File: config.mk
export PLATFORM = sky130hd
export DESIGN_NAME = soc_system_debounced_pio
export DESIGN_NICKNAME = d
export VERILOG_FILES = /design/src/rtl/soc_system_debounced_pio.sv
export SDC_FILE = /design/constraint.sdc
export NUM_CORES = 1
export LEC_CHECK = 0
export CORE_AREA = 2 2 120 122
export DETAILED_ROUTE_END_ITERATION = 16
export DIE_AREA = 0 0 122 124
export PLACE_DENSITY = 0.8
export SKIP_LAST_GASP = 1
export SLEW_MARGIN = 25
export SYNTH_ARGS = -nofsm -noshare
export SYNTH_HDL_FRONTEND = slang
export SYNTH_SLANG_ARGS = --single-unit
File: constraint.sdc
create_clock -name clk -period 2.13 [get_ports clk]
set_input_delay 0.213 -clock clk [delete_from_list [all_inputs] [get_ports clk]]
set_output_delay 0.213 -clock clk [all_outputs]
set_load 0.01 [all_outputs]
File: src/rtl/soc_system_debounced_pio.sv
// soc_system_debounced_pio
// Avalon-MM input PIO: per-bit two-flop synchroniser, reload-bounded debounce
// counter, selectable rising/falling edge capture and a masked level interrupt.
module soc_system_debounced_pio #(
    parameter int                WIDTH            = 4,
    parameter int                CNT_W            = 16,
    parameter int                DEBOUNCE_DEFAULT = 50000,
    parameter logic [WIDTH-1:0]  IDLE_VALUE       = {WIDTH{1'b0}},
    parameter logic [WIDTH-1:0]  RISE_RESET       = {WIDTH{1'b1}}
) (
    input  logic              clk,
    input  logic              reset_n,
    input  logic [2:0]        address,
    input  logic              chipselect,
    input  logic              write_n,
    input  logic [31:0]       writedata,
    input  logic [WIDTH-1:0]  in_port,
    output logic [31:0]       readdata,
    output logic              irq
);

    localparam logic [2:0] ADDR_DATA   = 3'd0;
    localparam logic [2:0] ADDR_RAW    = 3'd1;
    localparam logic [2:0] ADDR_MASK   = 3'd2;
    localparam logic [2:0] ADDR_CAPT   = 3'd3;
    localparam logic [2:0] ADDR_RISE   = 3'd4;
    localparam logic [2:0] ADDR_FALL   = 3'd5;
    localparam logic [2:0] ADDR_RELOAD = 3'd6;

    localparam logic [CNT_W-1:0] RELOAD_RESET = CNT_W'(DEBOUNCE_DEFAULT);

    logic [WIDTH-1:0] sync_meta_r;
    logic [WIDTH-1:0] sync_r;
    logic [WIDTH-1:0] stable_r;
    logic [CNT_W-1:0] cnt_r [WIDTH];
    logic [WIDTH-1:0] irq_mask_r;
    logic [WIDTH-1:0] edge_capture_r;
    logic [WIDTH-1:0] rise_en_r;
    logic [WIDTH-1:0] fall_en_r;
    logic [CNT_W-1:0] reload_r;
    logic [31:0]      readdata_r;

    logic             wr_s;
    logic [WIDTH-1:0] differ_s;
    logic [WIDTH-1:0] update_s;
    logic [WIDTH-1:0] edge_s;
    logic [WIDTH-1:0] clear_s;
    logic [31:0]      rd_s;
    logic             unused_s;

    // Only the low bits of writedata reach registers; fold the rest away.
    assign unused_s = ^writedata;

    // Debounce decisions, edge qualification and write-one-to-clear decode.
    always_comb begin
        wr_s = chipselect & ~write_n;
        differ_s = {WIDTH{1'b0}};
        update_s = {WIDTH{1'b0}};
        for (int i = 0; i < WIDTH; i++) begin
            differ_s[i] = sync_r[i] ^ stable_r[i];
            // >= (not ==) so a reload lowered below a running count fires at once.
            update_s[i] = differ_s[i] & (cnt_r[i] >= reload_r);
        end
        edge_s = update_s & ((sync_r & rise_en_r) | (~sync_r & fall_en_r));
        if (wr_s && (address == ADDR_CAPT)) begin
            clear_s = writedata[WIDTH-1:0];
        end else begin
            clear_s = {WIDTH{1'b0}};
        end
    end

    // Read multiplexer; every register is zero-extended to the bus width.
    always_comb begin
        rd_s = 32'd0;
        case (address)
            ADDR_DATA:   rd_s = 32'(stable_r);
            ADDR_RAW:    rd_s = 32'(sync_r);
            ADDR_MASK:   rd_s = 32'(irq_mask_r);
            ADDR_CAPT:   rd_s = 32'(edge_capture_r);
            ADDR_RISE:   rd_s = 32'(rise_en_r);
            ADDR_FALL:   rd_s = 32'(fall_en_r);
            ADDR_RELOAD: rd_s = 32'(reload_r);
            default:     rd_s = 32'd0;
        endcase
    end

    // Input synchroniser, debounced state and per-bit debounce counters.
    always_ff @(posedge clk or negedge reset_n) begin
        if (!reset_n) begin
            sync_meta_r <= IDLE_VALUE;
            sync_r      <= IDLE_VALUE;
            stable_r    <= IDLE_VALUE;
            for (int i = 0; i < WIDTH; i++) begin
                cnt_r[i] <= {CNT_W{1'b0}};
            end
        end else begin
            sync_meta_r <= in_port;
            sync_r      <= sync_meta_r;
            stable_r    <= stable_r ^ update_s;
            for (int i = 0; i < WIDTH; i++) begin
                if (!differ_s[i] || update_s[i]) begin
                    cnt_r[i] <= {CNT_W{1'b0}};
                end else begin
                    cnt_r[i] <= cnt_r[i] + CNT_W'(1'b1);
                end
            end
        end
    end

    // Software-visible control registers and the edge-capture register.
    always_ff @(posedge clk or negedge reset_n) begin
        if (!reset_n) begin
            irq_mask_r     <= {WIDTH{1'b0}};
            edge_capture_r <= {WIDTH{1'b0}};
            rise_en_r      <= RISE_RESET;
            fall_en_r      <= {WIDTH{1'b0}};
            reload_r       <= RELOAD_RESET;
        end else begin
            // A new edge on the same clock as its clear wins, so no event is lost.
            edge_capture_r <= (edge_capture_r & ~clear_s) | edge_s;
            if (wr_s) begin
                case (address)
                    ADDR_MASK:   irq_mask_r <= writedata[WIDTH-1:0];
                    ADDR_RISE:   rise_en_r  <= writedata[WIDTH-1:0];
                    ADDR_FALL:   fall_en_r  <= writedata[WIDTH-1:0];
                    ADDR_RELOAD: reload_r   <= writedata[CNT_W-1:0];
                    default: begin
                        irq_mask_r <= irq_mask_r;
                    end
                endcase
            end else begin
                reload_r <= reload_r;
            end
        end
    end

    // Registered read data, sampled every clock regardless of chipselect.
    always_ff @(posedge clk or negedge reset_n) begin
        if (!reset_n) begin
            readdata_r <= 32'd0;
        end else begin
            readdata_r <= rd_s;
        end
    end

    assign readdata = readdata_r;
    // Interrupt is a pure function of flops, so it drops asynchronously on reset.
    assign irq = |(edge_capture_r & irq_mask_r);

endmodule
# Yosys cells after proc, flatten, opt, wreduce, memory -nomap -nowiden
# Cells that the tools add are included.
[totals]
wordCells = 68
register_bits = 140
in_bits = 43
[op_classes]
mux = 6
n_addsub = 4
bitwise_logic = 20
magnitude_cmp = 4
reduce_logical = 15
eq_ne = 6
[op_table]
columns = ["cell", "count"]
rows = [
  ["$pmux 16 s7", 1],
  ["$add 16x1->16 const B", 4],
  ["$ge 16x16->1", 4],
  ["$mux 16", 4],
  ["$and 4x4->4", 5],
  ["$eq 3x3->1 const B", 3],
  ["$not 4->4", 2],
  ["$or 4x4->4", 2],
  ["$reduce_and 2->1", 4],
  ["$eq 3x2->1 const B", 2],
  ["$and 1x1->1", 5],
  ["$logic_not 1->1", 4],
  ["$logic_or 1x1->1", 4],
  ["$mux 4", 1],
  ["$reduce_or 4->1", 1],
  ["$xor 1x1->1", 4],
  ["$xor 4x4->4", 1],
  ["$eq 3x1->1 const B", 1],
  ["$logic_not 3->1", 1],
  ["$logic_and 1x1->1", 1],
  ["$not 1->1", 1],
]

# Depth between registers and ports, before layout
# Gate-level depths: netlist (run 1).
[logic_depth]
depth_word = 7
mapped_depth = 9

# Least setup slack after synthesis (run 1)
# Ideal clock, no wire load.
[synth_timing]
path_type = "reg-to-reg"
from = "register reload_r[15]"
to = "register cnt_r[9] (netlist bit)"
arrival_time_ns = 2.269
path_slack_ns = -0.208
path_buffers = 2
required_time_ns = 2.062
setup_time_ns = 0.068
synth_period_minus_slack_ns = 2.338
path_stages_with_launch = 9
cell_sequence = "dfstp_2 > inv_1 > ha_1 > and4_4 > a221o_1 > or4_1 > buf_6 > buf_12 > nor2_4"
[synth_via]
elab_chain_len = 4
[synth_lines]
columns = ["item", "line_no", "rtl"]
rows = [
  ["start, declared", "40", "logic [CNT_W-1:0] reload_r;"],
  ["start signal, assigned", "126", "ADDR_RELOAD: reload_r <= writedata[CNT_W-1:0];"],
  ["start signal, assigned", "132", "reload_r <= reload_r;"],
  ["$ge 16x16->1", "62", "update_s[i] = differ_s[i] & (cnt_r[i] >= reload_r);"],
  ["$and 1x1->1", "62", ""],
  ["$logic_or 1x1->1", "101", "if (!differ_s[i] || update_s[i]) begin"],
  ["$mux 16", "101", ""],
  ["end signal, assigned by index", "94", "cnt_r[i] <= {CNT_W{1'b0}};"],
  ["end signal, assigned by index", "102", "cnt_r[i] <= {CNT_W{1'b0}};"],
  ["end signal, assigned by index", "104", "cnt_r[i] <= cnt_r[i] + CNT_W'(1'b1);"],
  ["end, declared", "35", "logic [CNT_W-1:0] cnt_r [WIDTH];"],
]
# No other way between the ends.
# A chain may end at the register's enable or synchronous reset.

# Worst setup path after layout (run 1)
[layout_timing]
from = "register reload_r[15]"
to = "register cnt_r[3] (netlist bit)"
# Same word-level chain as after synthesis.

==> qor.csv, run 1 <==
metric,value,unit
H-tree lvl count,4,
via/cell ratio,5.41,
routability cong.,0.855,
vias in the first global route,5330,
Skew-Pair Late Insertion Delay,0.43,ns
antenna violations before repair,0,
final period utilization,105,%
routed vias,5338,
clk_skew,0.00983,ns
placed wire-length estimate,11.4,mm
Die Wd,122,µm
CTS Buf Count,17,
most common cell in the netlist,dfrtp_1,
"Avg Cell Area, Syn",10.1,µm²
critical path class,flip-flop to flip-flop,
pin count of the biggest net entering global routing,42,
Core Area,13700,µm²
Leak,4.06,nW
synth top area cells,"dfrtp_1, ha_1, xor2_1",
first-pass GRT wire length,26.1,mm
clk buf depth,2,
cell taking the most area after synthesis,dfrtp_1,
area of the multi-input gates,3860,µm²
Slew Limit Headroom,58.2,%
outcome,"finished, violations left",
ys async rst share,100,%
fmax,446,MHz
Setup Viol. Count Final,52,
Synth Register Bits,124,
Post-synth EDFFs,0,
share of layout cells above drive strength 1,24.6,%
Worst path slowest cell,or4_4,
"Slew Viols, Final",0,
"Primary FF master, synth",dfrtp_1,
die area,15100,µm²
chip height,124,µm
CP max FO,8,
TritonCTS clock tree,yes,
failing checks,setup timing,
starting density of the core,50.1,%
Final min period,2.24,ns
CTS Sinks,124,
WL/cell,17.0,µm
worst slew pin tran,0.621,ns
# DRC,0,
Cell variety after synth,53,
IO Port Bufs,43,
"Reg clk slew, reported paths",0.06,ns
area share of the largest cell type after synthesis,41.5,%
critical path launch point type,flip-flop,
final setup TNS,-3.36,ns
DR pass1 iterations,5,
sequential fraction of the synthesis area,45.3,%
worst setup margin,-0.110,ns
crit-path cells,"inv_4, ha_4, and4_4, a221o_1, or4_4, buf_12, nor2_4",
row count,43,
Max Cap Viol,0,
Final Util,65.5,%
CP endpoint kind,flip-flop,
GRT overflow,0,
CP arrival,2.60,ns
# diodes,0,
Syn Inst Count,678,
Hold Crit Class,input port to flip-flop,
Layout area overhead,30.6,%
RSZ-0062 raised after global routing,yes,
nets,904,
Critical Path RT,2.49,ns
drt total wl,16.8,mm
"slowest stage delay, CP",0.58,ns
GRT Util Overall,22.8,%
Iteration-0 DRC Markers,419,
Fillers,1041,
register area,3120,µm²
io pins,76,
final hold vios,0,
Synth top cells by count,"dfrtp_1, nor2_1, ha_1",
Root Buffer,clkbuf_16,
Peak VDD IR,0.000682,V
yosys warns,0,
PwrDens,774,nW/µm²
Post-DRT Antenna Nets,0,
synthesized area,6880,µm²
[where the power goes]
| part | leakage (nW) | switching [W] | internal, W |
|---|---|---|---|
| sequential | 1.62 | 0.000132 | 0.00257 |
| clock | 0.270 | 0.00114 | 0.00165 |
| combinational | 2.17 | 0.000782 | 0.000677 |
[cells in the final DEF, fill, tap and decap left out, types with 8 or more instances in the layout]
| master | Yosys | routed |
|---|---|---|
| xnor2_1 | 20 | 20 |
| dfstp_2 | 10 | 10 |
| dfrtp_1 | 114 | 114 |
| ha_1 | 68 | 61 |
| conb_1 | 1 | 16 |
| nand3_1 | 28 | 26 |
| nand2_1 | 64 | 64 |
| and3_1 | 11 | 10 |
| nor2_4 | 8 | 26 |
| inv_1 | 31 | 23 |
| buf_12 | 1 | 8 |
| a21oi_1 | 23 | 22 |
| xor2_1 | 40 | 40 |
| buf_4 | 16 | 54 |
| clkbuf_16 | 0 | 18 |
| nor2_1 | 92 | 69 |
| clkdlybuf4s50_1 | 0 | 42 |
| o21ai_0 | 24 | 24 |
| mux2_2 | 20 | 17 |
| nand4_1 | 18 | 18 |
[layer usage]
layer | part of all wire (%) | up-vias | track usage, %
met5 | 0 | - | 0
met4 | 2.5 | 0 | 9.70
met3 | 3.5 | 33 | 5.49
met2 | 51 | 112 | 38.5
met1 | 43 | 2631 | 28.1
li1 | - | 2562 | -
[cells by family after synthesis]
kind of cell	synth area share [%]
AO/OA/AOI/OAI	7.39
XOR/XNOR	7.64
adder cells (fa/ha/maj)	12.4
buffers and inverters	4.50
flip-flops	45.3
multiplexers	4.22
other	0.0545
AND/OR/NAND/NOR	18.5
[stage by stage]
step	hold WS, ns	instance area (µm²)	std cells	worst slack, ns	power [W]
2_1_floorplan	-0.0826	6970	693	-0.0349	0.00341
3_3_place_gp	0.238	7940	944	-0.130	0.00393
3_5_place_dp	0.236	7940	944	-0.184	0.00398
4_1_cts	0.218	8650	979	-0.122	0.00684
5_1_grt	0.217	8980	986	-0.170	0.00726
6_report	0.224	8980	986	-0.110	0.00695
[area by class of cell]
| cell class | instances | share of cell area [%] |
|---|---|---|
| multi-input combinational | 509 | 43.0 |
| timing repair buffer | 110 | 12.0 |
| inverter | 31 | 1.41 |
| clock buffer | 18 | 4.89 |
| sequential | 124 | 34.7 |
| clock inverter | 14 | 1.50 |
| tap | 180 | 2.51 |
[worst paths after layout]
path                                          startpoint  slack (ns)                  endpoint  cells past startpoint
max in group asynchronous                        reset_n        1.12       cnt_r[43]$_DFF_PN0_                      3
min in group asynchronous                        reset_n        0.32       cnt_r[31]$_DFF_PN0_                      2
worst min register to register  sync_meta_r[2]$_DFF_PN0_        0.35       sync_r[2]$_DFF_PN0_                      0
worst max-delay path            reload_r[15]$_DFFE_PN1P_       -0.11        cnt_r[3]$_DFF_PN0_                      7
worst max register to register  reload_r[15]$_DFFE_PN1P_       -0.11        cnt_r[3]$_DFF_PN0_                      7
worst min-delay path                          in_port[0]        0.22  sync_meta_r[0]$_DFF_PN0_                      1
[critical path, delay by kind of cell (launching register included)]
kind / cells / cell delay (ns)
adders and majority gates: 1 / 0.21
DFF: 1 / 0.54
AOI/OAI and AO/OA: 1 / 0.33
buffers and inverters: 2 / 0.24
and+or+nand+nor: 3 / 0.84
[state kept, by name (all words and copies together), names as in the netlist, named ones only]
register / flops
fall_en_r: 4
sync_r: 4
rise_en_r: 4
edge_capture_r: 4
readdata: 16
sync_meta_r: 4
irq_mask_r: 4
cnt_r: 64
reload_r: 16
[repair_timing]
item / CTS / global route
buffers inserted: 1 / 6
endpoints found under the hold margin: 36 / 0
hold buffers: 1 / 0
pin swaps: 12 / 32
gates resized for setup: 21 / 56
gates cloned: 1 / 1
endpoints found under the setup margin: 55 / 72
No activity file was read; power rests on OpenSTA's default activity.
==> run 2, diff against run 1 <==
- CORE_AREA: 2 2 120 122 -> 3 3 121 123
- DIE_AREA: 0 0 122 124 -> 0 0 124 126
==> run 2 against run 1 <==
  * The run still ends with setup timing left
  * Largest power group is now registers
  * Die area up 3.3%
  * Clock power down 6%
  * Non-clock buffer count up 1
  * Via count up 1.5%
  * Setup slack worse by 0.075 ns
  * Wire length up 4.5%
  * Critical path depth up 1
  * Clock-buffer cell count up 3
  * Critical endpoint is now cnt_r[12]$_DFF_PN0_
  * First-iteration DRC count down 24%
  * Maximum frequency down 3.2%
  * Flip-flop and latch count unchanged
  * Total power down 1.4%
==> qor.csv, run 2 (synthesis results as in run 1) <==
metric,value,unit
post-route cell area,8970,µm²
final setup TNS,-3.65,ns
PwrDens,764,nW/µm²
dpl cell area,7940,µm²
fmax,432,MHz
# diodes,0,
Skew-Pair Late Insertion Delay,0.42,ns
crit-path cells,"inv_4, ha_4, a21oi_4, nand2_2, a221o_1, or4_4, buf_12, nor2_4",
Leak,4.09,nW
top layer reached by signal wires,met4,
first-pass GRT wire length,26.8,mm
largest register by flop count,cnt_r,
worst slew pin tran,0.544,ns
"Slew Viols, Final",0,
max reg flops,64,
final hold vios,0,
routed vias,5416,
reg2reg path depth,8,
# DRC,0,
antenna violations before repair,0,
worst setup margin,-0.185,ns
worst hold path stage count,1,
starting density of the core,49.9,%
GRT Util Overall,22.3,%
Worst R2R Setup Slack,-0.18,ns
io pins,76,
metal3 WL,762,µm
Post-DRT Antenna Nets,0,
routability cong.,0.872,
clk_skew,0.00650,ns
CTS Buf Count,17,
Fillers,1041,
CP max FO,8,
drt total wl,17.5,mm
failing checks,setup timing,
Layout area overhead,30.4,%
CP endpoint kind,flip-flop,
CTS Sinks,124,
"Reg clk slew, reported paths",0.06,ns
"leading cell type in the layout, fill and taps excluded",dfrtp_1,
chip height,126,µm
Max Cap Viol,0,
Critical Path RT,2.48,ns
Peak VDD IR,0.000605,V
Worst path slowest cell,or4_4,
M1 WL,7.05,mm
Met2 Routed Length,9.27,mm
share of layout cells above drive strength 1,24.0,%
TritonCTS clock tree,yes,
WL/cell,17.8,µm
Iteration-0 DRC Markers,320,
"slowest stage delay, CP",0.60,ns
RSZ-0062 raised after global routing,yes,
pin count of the biggest net entering global routing,52,
GRT overflow,0,
critical path launch point type,flip-flop,
die area,15600,µm²
critical path class,flip-flop to flip-flop,
Setup Viol. Count Final,43,
register area,3120,µm²
Setup WS pre-CTS,-0.157,ns
nets,905,
DR pass1 iterations,5,
clk buf depth,2,
area of the multi-input gates,3870,µm²
Die Wd,124,µm
vias in the first global route,5428,
highest-count cells in the layout ignoring fill and taps,"dfrtp_1, nor2_1, nand2_1, ha_1, buf_4",
final period utilization,109,%
row count,43,
Hold Crit Class,input port to flip-flop,
Slew Limit Headroom,63.4,%
via/cell ratio,5.49,
outcome,"finished, violations left",
Root Buffer,clkbuf_16,
H-tree lvl count,4,
placed wire-length estimate,11.4,mm
Design Power,0.00686,W
CP arrival,2.66,ns
Final min period,2.31,ns
IO Port Bufs,43,
Core Area,13800,µm²
run 2: what timing repair did:
action | CTS | global route
setup endpoints to repair | 55 | 70
cloned | 2 | 0
endpoints found under the hold margin | 28 | 0
pin swaps | 16 | 26
setup buffers | 6 | 8
hold buffers | 1 | 0
gates resized for setup | 28 | 39
run 2: final timing paths:
kind	end	start
max	cnt_r[12]$_DFF_PN0_	reload_r[14]$_DFFE_PN1P_
min	sync_meta_r[0]$_DFF_PN0_	in_port[0]
max reg2reg	cnt_r[12]$_DFF_PN0_	reload_r[14]$_DFFE_PN1P_
min reg2reg	sync_r[3]$_DFF_PN0_	sync_meta_r[3]$_DFF_PN0_
max in group asynchronous	rise_en_r[0]$_DFFE_PN1P_	reset_n
min in group asynchronous	cnt_r[27]$_DFF_PN0_	reset_n
run 2: per-stage QoR:
step	hold slack, ns	cells	util (%)
CTS	0.221	979	63.2
global route	0.228	987	65.1
global placement	0.183	940	57.6
finish	0.228	987	65.1
detailed placement	0.186	940	57.6
floorplan	-0.0826	693	-
run 2: final cells by class:
type / instances / share of cell area (%)
Sequential cell: 124 / 34.7
Clock inverter: 11 / 0.781
Inverter: 31 / 1.41
Tap cell: 180 / 2.51
Clock buffer: 21 / 5.25
Multi-Input combinational cell: 509 / 43.2
Timing Repair Buffer: 111 / 12.1
run 2: critical path, delay by kind of cell, from the launching register on:
family,cells,cell delay [ns]
flip-flops,1,0.54
AO/OA/AOI/OAI,2,0.47
adder cells (fa/ha/maj),1,0.26
AND/OR/NAND/NOR,3,0.74
buffers and inverters,2,0.24
run 2: per-layer routing:
layer / global-route usage, % / vias to the layer above
met4: 8.25 / 0
met1: 27.5 / 2676
met3: 5.75 / 34
met2: 37.6 / 146
met5: 0 / -
li1: - / 2560
run 2: where the power goes:
group / total [W] / internal [W] / leakage, nW / switching, W
Clock: 0.00262 / 0.00157 / 0.264 / 0.00106
Combinational: 0.00153 / 0.000702 / 2.20 / 0.000826
Sequential: 0.00270 / 0.00257 / 1.62 / 0.000130
Total: 0.00686 / 0.00484 / 4.09 / 0.00201
==> run 3, diff against run 2 <==
- CORE_AREA: 3 3 121 123 -> 3 3 154 96
- CTS_BUF_LIST: unset -> sky130_fd_sc_hd__clkbuf_16
- DIE_AREA: 0 0 124 126 -> 0 0 157 99
- PLACE_DENSITY: 0.8 -> 0.81
==> run 3 against run 2 <==
  * The run still ends with setup timing left
  * First-iteration DRC count rose by 59%
  * Global-route usage is 1.3 points higher
  * Largest cell class unchanged
  * Combinational power is essentially flat
  * Final area is 0.78% lower
==> qor.csv, run 3 (synthesis results as in run 1) <==
metric,value,unit
Setup Viol. Count Final,70,
pin count of the biggest net entering global routing,52,
"leading cell type in the layout, fill and taps excluded",dfrtp_1,
DR pass1 iterations,5,
worst slew pin tran,0.575,ns
Iteration-0 DRC Markers,509,
routability cong.,0.930,
share of layout cells above drive strength 1,23.2,%
Logic pwr share,20.8,%
Post-DRT Antenna Nets,0,
CP arrival,2.64,ns
worst setup margin,-0.161,ns
Root Buffer,clkbuf_16,
GRT Util Overall,23.6,%
chip height,99,µm
Core Area,13500,µm²
Layout area overhead,29.4,%
Flop pwr share,37.6,%
CP endpoint kind,flip-flop,
row count,33,
Die Wd,157,µm
starting density of the core,50.9,%
Max Cap Viol,0,
final period utilization,108,%
vias in the first global route,5615,
nets,895,
antenna violations before repair,0,
IO Port Bufs,43,
Power Internal,0.00509,W
drt total wl,18.8,mm
CTS Sinks,124,
CP max FO,6,
RSZ-0062 raised after global routing,yes,
Skew-Pair Late Insertion Delay,0.42,ns
switching pwr,0.00212,W
outcome,"finished, violations left",
hold_ws,0.227,ns
PwrDens,811,nW/µm²
routed vias,5565,
Slew Limit Headroom,61.3,%
Peak VDD IR,0.000561,V
Leak,4.07,nW
max reg flops,64,
fmax,436,MHz
Design Power,0.00721,W
TritonCTS clock tree,yes,
placed wire-length estimate,12.8,mm
final hold vios,0,
Sw Share,29.4,%
clk buf depth,2,
# diodes,0,
critical path launch point type,flip-flop,
Hold Crit Class,input port to flip-flop,
"Slew Viols, Final",0,
"Reg clk slew, reported paths",0.06,ns
clk_skew,0.00965,ns
GRT overflow,0,
Final Util,65.9,%
# DRC,0,
Critical Path RT,2.48,ns
highest-count cells in the layout ignoring fill and taps,"dfrtp_1, nor2_1, nand2_1, ha_1, buf_4",
H-tree lvl count,4,
Final min period,2.29,ns
critical path class,flip-flop to flip-flop,
largest register by flop count,cnt_r,
io pins,76,
WL/cell,19.3,µm
first-pass GRT wire length,28.4,mm
Clk network pwr share,41.7,%
die area,15500,µm²
failing checks,setup timing,
CTS Buf Count,17,
via/cell ratio,5.73,
==> run 3: cell count changes in the layout (fill, tap and decap cells not counted), sizes merged <==
cell      change
inv           +5
buf          -11
clkbuf        -3
clkinv        -2
bufinv        +3
clkinvlp      -2
==> run 3: power groups by stage <==
stage | registers, W | clock network, W | logic (W)
3_5_place_dp | 0.00273 | 0 | 0.00130
6_report | 0.00271 | 0.00301 | 0.00150
3_3_place_gp | 0.00272 | 0 | 0.00121
4_1_cts | 0.00270 | 0.00304 | 0.00135
2_1_floorplan | 0.00271 | 0 | 0.000696
5_1_grt | 0.00273 | 0.00314 | 0.00163
==> run 3: worst paths after layout <==
check,start,endpoint,slack (ns),depth (start not counted)
min reg2reg,sync_meta_r[1]$_DFF_PN0_,sync_r[1]$_DFF_PN0_,0.35,0
max in group asynchronous,reset_n,rise_en_r[1]$_DFFE_PN1P_,1.11,3
min in group asynchronous,reset_n,cnt_r[13]$_DFF_PN0_,0.31,2
min,in_port[2],sync_meta_r[2]$_DFF_PN0_,0.23,1
max,reload_r[15]$_DFFE_PN1P_,cnt_r[5]$_DFF_PN0_,-0.16,7
max reg2reg,reload_r[15]$_DFFE_PN1P_,cnt_r[5]$_DFF_PN0_,-0.16,7
==> run 3: worst max-delay path, stage by stage, from the launching register on <==
cell and delay, ns:
dfstp_2 0.53, inv_2 0.09, ha_4 0.23, and4_4 0.17
a221o_1 0.34, or4_4 0.60, buf_8 0.18, nor2_4 0.09
==> run 3: area by class of cell <==
type,instances,area (µm²)
Sequential cell,124,3120
Multi-Input combinational cell,509,3830
Timing Repair Buffer,101,1000
Inverter,31,124
Fill cell,970,4600
Clock buffer,17,425
Clock inverter,15,186
Tap cell,175,219
==> run 3: per-layer routing <==
layer | global-route usage [%] | vias to the layer above | share of wire (%)
met4 | 8.14 | 0 | 2.7
met5 | 0 | - | 0
met2 | 36.8 | 227 | 48
met3 | 6.45 | 53 | 6.8
met1 | 32.0 | 2746 | 43
li1 | - | 2539 | -
==> run 3: metrics by stage <==
stage,setup TNS [ns],std cells,cell area (µm²),setup WS (ns)
CTS,-0.717,968,8610,-0.0826
global placement,-0.790,934,7900,-0.0690
finish,-4.54,972,8900,-0.161
global route,-9.27,972,8900,-0.229
floorplan,-0.314,693,6970,-0.0349
detailed placement,-3.19,934,7900,-0.150
==> run 3: timing repair <==
item | in CTS | in global routing
hold buffers | 1 | 0
pin swaps | 4 | 17
resized for setup | 16 | 45
buffers inserted | 1 | 2
endpoints found under the setup margin | 58 | 72
cloned | 0 | 2
endpoints found under the hold margin | 34 | 0
